`src/rtl/cache_line_fill.sv`:
```
// Miss line-fill controller: fetches a whole cache line word by word into the victim way,
// then commits tag/valid and the replacement update. Option macro: CACHE_CRITICAL_WORD_FIRST_EN.
module cache_line_fill #(
    parameter int N_WAYS     = 8,
    parameter int NWAY_W     = $clog2(N_WAYS),
    parameter int ADDR_W     = 32,
    parameter int DATA_W     = 32,
    parameter int LINE_OFF_W = 7,
    parameter int WORD_OFF_W = 3,
    localparam int BYTE_W    = $clog2(DATA_W / 8),
    localparam int TAG_W     = ADDR_W - LINE_OFF_W - WORD_OFF_W - BYTE_W
) (
    input  logic                  clk,
    input  logic                  reset,
    input  logic                  miss_req,
    input  logic [ADDR_W-1:0]     miss_addr,
    input  logic [N_WAYS-1:0]     way_select,
    input  logic [NWAY_W-1:0]     way_select_bin,
    output logic                  mem_valid,
    output logic [ADDR_W-1:0]     mem_addr,
    input  logic [DATA_W-1:0]     mem_rdata,
    input  logic                  mem_ready,
    output logic [N_WAYS-1:0]     dmem_we,
    output logic [LINE_OFF_W-1:0] dmem_line,
    output logic [WORD_OFF_W-1:0] dmem_word,
    output logic [DATA_W-1:0]     dmem_wdata,
    output logic [N_WAYS-1:0]     tag_we,
    output logic [TAG_W-1:0]      tag_wdata,
    output logic                  rp_write_en,
    output logic [N_WAYS-1:0]     rp_way_hit,
    output logic [DATA_W-1:0]     fe_rdata,
    output logic                  fe_rdata_valid,
    output logic                  busy,
    output logic                  fill_done
);

    typedef enum logic [1:0] {IDLE = 2'd0, FETCH = 2'd1, DONE = 2'd2} state_t;

    state_t                state_q, state_d;
    logic [TAG_W-1:0]      tag_q, tag_d;
    logic [LINE_OFF_W-1:0] index_q, index_d;
    logic [WORD_OFF_W-1:0] req_off_q, req_off_d;
    logic [WORD_OFF_W-1:0] word_cnt_q, word_cnt_d;
    logic [WORD_OFF_W-1:0] beat_cnt_q, beat_cnt_d;
    logic [N_WAYS-1:0]     way_q, way_d;
    logic                  mem_valid_q, mem_valid_d;
    logic                  busy_q, busy_d;
    logic                  fill_done_q, fill_done_d;
    logic [N_WAYS-1:0]     tag_we_q, tag_we_d;
    logic [TAG_W-1:0]      tag_wdata_q, tag_wdata_d;
    logic                  rp_write_en_q, rp_write_en_d;
    logic [N_WAYS-1:0]     rp_way_hit_q, rp_way_hit_d;
    logic [DATA_W-1:0]     fe_rdata_q, fe_rdata_d;
    logic                  fe_rdata_valid_q, fe_rdata_valid_d;

    logic [N_WAYS-1:0]     way_dec;
    logic                  beat_accept;
    logic                  unused_byte_bits;

    // The binary victim backs up an all-zero one-hot so a fill always has a target way.
    assign way_dec          = N_WAYS'(1) << way_select_bin;
    assign unused_byte_bits = &{1'b0, miss_addr[BYTE_W-1:0]};

    // Handshake: mem_valid is held from accept until the last beat is taken; mem_ready is a
    // one-cycle response with mem_rdata valid in the same cycle, and each pulse consumes one word.
    assign beat_accept = mem_valid_q && mem_ready && !reset;

    always_comb begin
        state_d          = state_q;
        tag_d            = tag_q;
        index_d          = index_q;
        req_off_d        = req_off_q;
        word_cnt_d       = word_cnt_q;
        beat_cnt_d       = beat_cnt_q;
        way_d            = way_q;
        fe_rdata_d       = fe_rdata_q;
        fe_rdata_valid_d = 1'b0;
        case (state_q)
            IDLE: begin
                if (miss_req) begin
                    tag_d      = miss_addr[ADDR_W-1 -: TAG_W];
                    index_d    = miss_addr[BYTE_W+WORD_OFF_W +: LINE_OFF_W];
                    req_off_d  = miss_addr[BYTE_W +: WORD_OFF_W];
                    way_d      = (|way_select) ? way_select : way_dec;
                    beat_cnt_d = '0;
`ifdef CACHE_CRITICAL_WORD_FIRST_EN
                    word_cnt_d = miss_addr[BYTE_W +: WORD_OFF_W];
`else
                    word_cnt_d = '0;
`endif
                    state_d    = FETCH;
                end
            end
            FETCH: begin
                if (mem_ready) begin
                    word_cnt_d = word_cnt_q + WORD_OFF_W'(1);
                    beat_cnt_d = beat_cnt_q + WORD_OFF_W'(1);
                    if (word_cnt_q == req_off_q) begin
                        fe_rdata_d       = mem_rdata;
                        fe_rdata_valid_d = 1'b1;
                    end
                    if (beat_cnt_q == {WORD_OFF_W{1'b1}}) begin
                        state_d = DONE;
                    end
                end
            end
            DONE: begin
                state_d = IDLE;
            end
            default: begin
                state_d = IDLE;
            end
        endcase

        mem_valid_d   = (state_d == FETCH);
        busy_d        = (state_d != IDLE);
        fill_done_d   = (state_d == DONE);
        tag_we_d      = (state_d == DONE) ? way_d : '0;
        tag_wdata_d   = (state_d == DONE) ? tag_d : '0;
        rp_write_en_d = (state_d == DONE);
        rp_way_hit_d  = (state_d == DONE) ? way_d : '0;
    end

    always_ff @(posedge clk) begin
        if (reset) begin
            state_q          <= IDLE;
            tag_q            <= '0;
            index_q          <= '0;
            req_off_q        <= '0;
            word_cnt_q       <= '0;
            beat_cnt_q       <= '0;
            way_q            <= '0;
            mem_valid_q      <= 1'b0;
            busy_q           <= 1'b0;
            fill_done_q      <= 1'b0;
            tag_we_q         <= '0;
            tag_wdata_q      <= '0;
            rp_write_en_q    <= 1'b0;
            rp_way_hit_q     <= '0;
            fe_rdata_q       <= '0;
            fe_rdata_valid_q <= 1'b0;
        end else begin
            state_q          <= state_d;
            tag_q            <= tag_d;
            index_q          <= index_d;
            req_off_q        <= req_off_d;
            word_cnt_q       <= word_cnt_d;
            beat_cnt_q       <= beat_cnt_d;
            way_q            <= way_d;
            mem_valid_q      <= mem_valid_d;
            busy_q           <= busy_d;
            fill_done_q      <= fill_done_d;
            tag_we_q         <= tag_we_d;
            tag_wdata_q      <= tag_wdata_d;
            rp_write_en_q    <= rp_write_en_d;
            rp_way_hit_q     <= rp_way_hit_d;
            fe_rdata_q       <= fe_rdata_d;
            fe_rdata_valid_q <= fe_rdata_valid_d;
        end
    end

    assign mem_valid      = mem_valid_q;
    assign mem_addr       = mem_valid_q ? {tag_q, index_q, word_cnt_q, {BYTE_W{1'b0}}} : '0;
    assign dmem_we        = beat_accept ? way_q : '0;
    assign dmem_wdata     = beat_accept ? mem_rdata : '0;
    assign dmem_line      = index_q;
    assign dmem_word      = word_cnt_q;
    assign tag_we         = tag_we_q;
    assign tag_wdata      = tag_wdata_q;
    assign rp_write_en    = rp_write_en_q;
    assign rp_way_hit     = rp_way_hit_q;
    assign fe_rdata       = fe_rdata_q;
    assign fe_rdata_valid = fe_rdata_valid_q;
    assign busy           = busy_q;
    assign fill_done      = fill_done_q;

endmodule

```
`config.mk`:
```
export PLATFORM = sky130hd
export DESIGN_NAME = cache_line_fill
export DESIGN_NICKNAME = d
export VERILOG_FILES = /design/src/rtl/cache_line_fill.sv
export SDC_FILE = /design/constraint.sdc
export NUM_CORES = 1
export LEC_CHECK = 0
export ABC_AREA = 1
export BUFFER_PORTS_ARGS = -buffer_cell sky130_fd_sc_hd__buf_2
export CELL_PAD_IN_SITES_DETAIL_PLACEMENT = 1
export CELL_PAD_IN_SITES_GLOBAL_PLACEMENT = 2
export CORE_MARGIN = 8
export CORE_UTILIZATION = 21
export CTS_BUF_LIST = sky130_fd_sc_hd__clkbuf_4
export CTS_CLUSTER_DIAMETER = 150
export CTS_CLUSTER_SIZE = 14
export DETAILED_ROUTE_END_ITERATION = 10
export HOLD_SLACK_MARGIN = 0.05
export PLACE_DENSITY = 0.8
export SLEW_MARGIN = 20
export SYNTH_ARGS = -nofsm -noshare
export SYNTH_HDL_FRONTEND = slang
export SYNTH_SLANG_ARGS = --single-unit
```
`constraint.sdc`:
```
create_clock -name clk -period 1.34 [get_ports clk]
set_input_delay 0.134 -clock clk [delete_from_list [all_inputs] [get_ports clk]]
set_output_delay 0.134 -clock clk [all_outputs]
set_load 0.02 [all_outputs]
```
==> results.sh <==
export IMPL_status="finished with violations"
export IMPL_failed_checks="setup timing"
export IMPL_grt_max_degree=41
export IMPL_syn_to_final_growth_pct=85.6
export IMPL_synth_area_um2=4680
export IMPL_worstHoldStart="reset"
export IMPL_drt_iter0_drc=154
export IMPL_dp_cells=1154
export IMPL_yosys_warnings=0
export IMPL_place_hpwl_um=12800
export IMPL_cts_buffers=9
export IMPL_wl_per_cell_um=16.7
export IMPL_die_x_um=165
export IMPL_met3_length_um=1120
export IMPL_cp_max_fo=40
export IMPL_worstHoldEndpoint="tag_wdata[12]"
export IMPL_fmax_mhz=605
export IMPL_r2r_start="dmem_word[1]"
export IMPL_stdcell_count=1289
export IMPL_numPortBuffers=229
export IMPL_holdPathStages=5
export IMPL_viasPerCell=4.23
export IMPL_cellPowerDensity_nw_per_um2=891
export IMPL_wl_met2_um=10900
export IMPL_grt_overflow=0
export IMPL_syn_avg_cell_area_um2=6.98
export IMPL_synth_top_flop_cell="dfxtp_1"
export IMPL_cts_sinks=110
export IMPL_yosys_area_top_type_share_pct=47.0
export IMPL_yosys_area_top_type="dfxtp_1"
export IMPL_critPathTopFamily="flip-flops"
export IMPL_place_congestion=0.735
export IMPL_rsz0062_at_grt="yes"
export IMPL_root_buffer="clkbuf_4"
export IMPL_r2r_end="fe_rdata[22]"
export IMPL_grt_pass1_vias=5692
export IMPL_met1_length_um=8970
export IMPL_setup_viol=99
export IMPL_multi_input_area_um2=2420
export IMPL_route_detailed_drc=0
export IMPL_fillers=2625
export IMPL_antenna_left=0
export IMPL_grt_pass1_wl_um=31100
export IMPL_ys_seq_elements=110
export IMPL_layout_drive_gt1_share_pct=46.5
export IMPL_top_layer_used="met5"
export IMPL_path_cells="nand3_2 > buf_12 > nor2_1 > buf_4"
export IMPL_worstSetupStartpointType="flip-flop"
export IMPL_ys_seq_area_share_pct=47.0
export IMPL_cpPeakStageDelay_ps=410
export IMPL_cpMaxStageDelayCell="dfxtp_4"
export IMPL_synth_commonest_cells="nor2_1 (146), nand2_1 (116), dfxtp_1 (110)"
export IMPL_grt_usage_pct=14.5
export IMPL_htreeDepth=3
export IMPL_synth_edf_count=0
export IMPL_die_area_um2=27300
export IMPL_rows=54
export IMPL_end_kind="output port"
export IMPL_async_reset_ff_share_pct=0
export IMPL_synth_cell_types=22
export IMPL_skew_ps=37.6
export IMPL_period_minus_slack_ps=1650
export IMPL_finalWorstSetupSlack_ps=-312
export IMPL_worst_hold_slack_ps=152
export IMPL_die_h_um=165
export IMPL_hold_viol_final=0
export IMPL_critPathKind="reg -> out"
export IMPL_first_pass_iters=4
export IMPL_ys_top_cells_by_area="dfxtp_1 (47%), nor2_1 (12%), nand2_1 (9.3%)"
export IMPL_reg2regPathDepth=10
export IMPL_min_period_over_period_pct=123
export IMPL_drv_slew=0
export IMPL_num_io_pins=234
export IMPL_clk_pin_slew_ps=220
export IMPL_synth_most_common_cell="nor2_1"
export IMPL_vdd_drop_max_v=0.000453
export IMPL_drt_wl_total_um=21500
export IMPL_core_um2=21900
export IMPL_cap_violations=0
export IMPL_netlist_instances=671
export IMPL_r2r_slack_ps=-70
export IMPL_antenna_found_initial=3
export IMPL_worstPathRequired_ps=1210
export IMPL_cts_tree="done"
export IMPL_path_buf_inv=2
export IMPL_clock_path_buffers=2
export IMPL_p_leak_nw=4.32
export IMPL_start_util_pct=21.4
export IMPL_register_area_um2=2230
export IMPL_clock_latency_ps=500
export IMPL_fin_nets=1085
export IMPL_vias=5457
export IMPL_arrival_ps=1520
export IMPL_hp_class="in -> reg"
export IMPL_cp_startpoint="mem_valid"
-- state kept, by name, indices dropped and copies added, names as in the netlist --
signal / flops
mem_valid: 1
state_q: 2
dmem_word: 3
tag_q: 20
busy: 1
beat_cnt_q: 3
dmem_line: 7
rp_write_en: 1
way_q: 8
req_off_q: 3
fe_rdata_valid: 1
tag_wdata: 20
rp_way_hit: 8
fe_rdata: 32
-- worst max-delay path by stage --
stage | endpoint | slack [ps] | cells past startpoint
2_1_floorplan | tag_wdata[0] | 20 | 8
3_3_place_gp | tag_wdata[19] | -90 | 7
3_5_place_dp | tag_wdata[10] | -130 | 7
4_1_cts | dmem_we[0] | -310 | 4
5_1_grt | dmem_wdata[21] | -400 | 4
6_report | dmem_wdata[17] | -310 | 4
-- layout by cell type (no fill, tap or decap), types with 14 or more instances in the layout --
cell type	netlist	final
nand2_2	0	22
inv_1	100	87
dlygate4sd3_1	0	76
a211oi_1	15	15
nand2_1	116	90
dfxtp_1	110	98
nand3_2	1	28
a21oi_2	0	20
nor2_1	146	119
inv_2	2	14
buf_2	9	159
a21oi_1	43	21
buf_4	21	79
nor2_2	0	14
buf_6	4	29
-- area by class of cell --
cell class / instances / share of cell area, %
flip-flops and latches: 110 / 25.6
clock buffers: 9 / 0.777
repair buffers: 372 / 36.0
clock inverters: 7 / 1.19
well taps: 280 / 4.03
diodes: 1 / 0.0288
inverters: 102 / 4.43
multi-input cells: 408 / 27.9
-- where the power goes --
group | internal (mW) | total, mW | leakage [nW] | switching [mW]
registers | 3.44 | 3.53 | 0.905 | 0.0970
clock network | 0.628 | 1.95 | 0.0903 | 1.32
logic | 1.07 | 2.27 | 3.33 | 1.20
-- timing repair --
action	4_1_cts	5_1_grt
setup endpoints to repair	136	151
setup buffers	25	8
resized for setup	162	150
gates cloned	13	3
pin swaps	9	26
endpoints found under the hold margin	85	0
hold buffers	76	0
-- metrics by stage --
stage | worst slack (ps) | setup TNS (ps) | power (mW) | util, % | instance area, um2
3_3_place_gp | -90.2 | -2290 | 4.86 | 28.1 | 6150
2_1_floorplan | 24.4 | 0 | 4.39 | - | 4700
4_1_cts | -307 | -19330 | 7.65 | 37.1 | 8120
6_report | -312 | -16860 | 7.75 | 39.7 | 8690
3_5_place_dp | -128 | -2960 | 4.88 | 28.1 | 6150
5_1_grt | -401 | -27970 | 8.16 | 39.7 | 8690
-- layer usage --
| metal | vias to the layer above | GRT usage, % |
|---|---|---|
| li1 | 2713 | - |
| met1 | 2574 | 16.7 |
| met2 | 135 | 25.6 |
| met3 | 33 | 3.57 |
| met4 | 2 | 5.03 |
| met5 | - | 0 |
-- logic make-up (layout without fill, tap and decap cells) --
family / after synthesis / in the layout / synth area share (%)
and+or+nand+nor: 328 / 328 / 28.3
buffers and inverters: 154 / 490 / 14.9
DFF: 110 / 110 / 47.0
AOI/OAI and AO/OA: 75 / 75 / 8.87
adders and majority gates: 3 / 3 / 0.801
other: 1 / 3 / 0.0801
-- tightest hold or removal path, cell delays in order --
cell	delay, ps
buf_2	100
inv_2	60
nand4_1	120
buf_4	180
nor3_2	50
(Power assumes the default switching activity.)
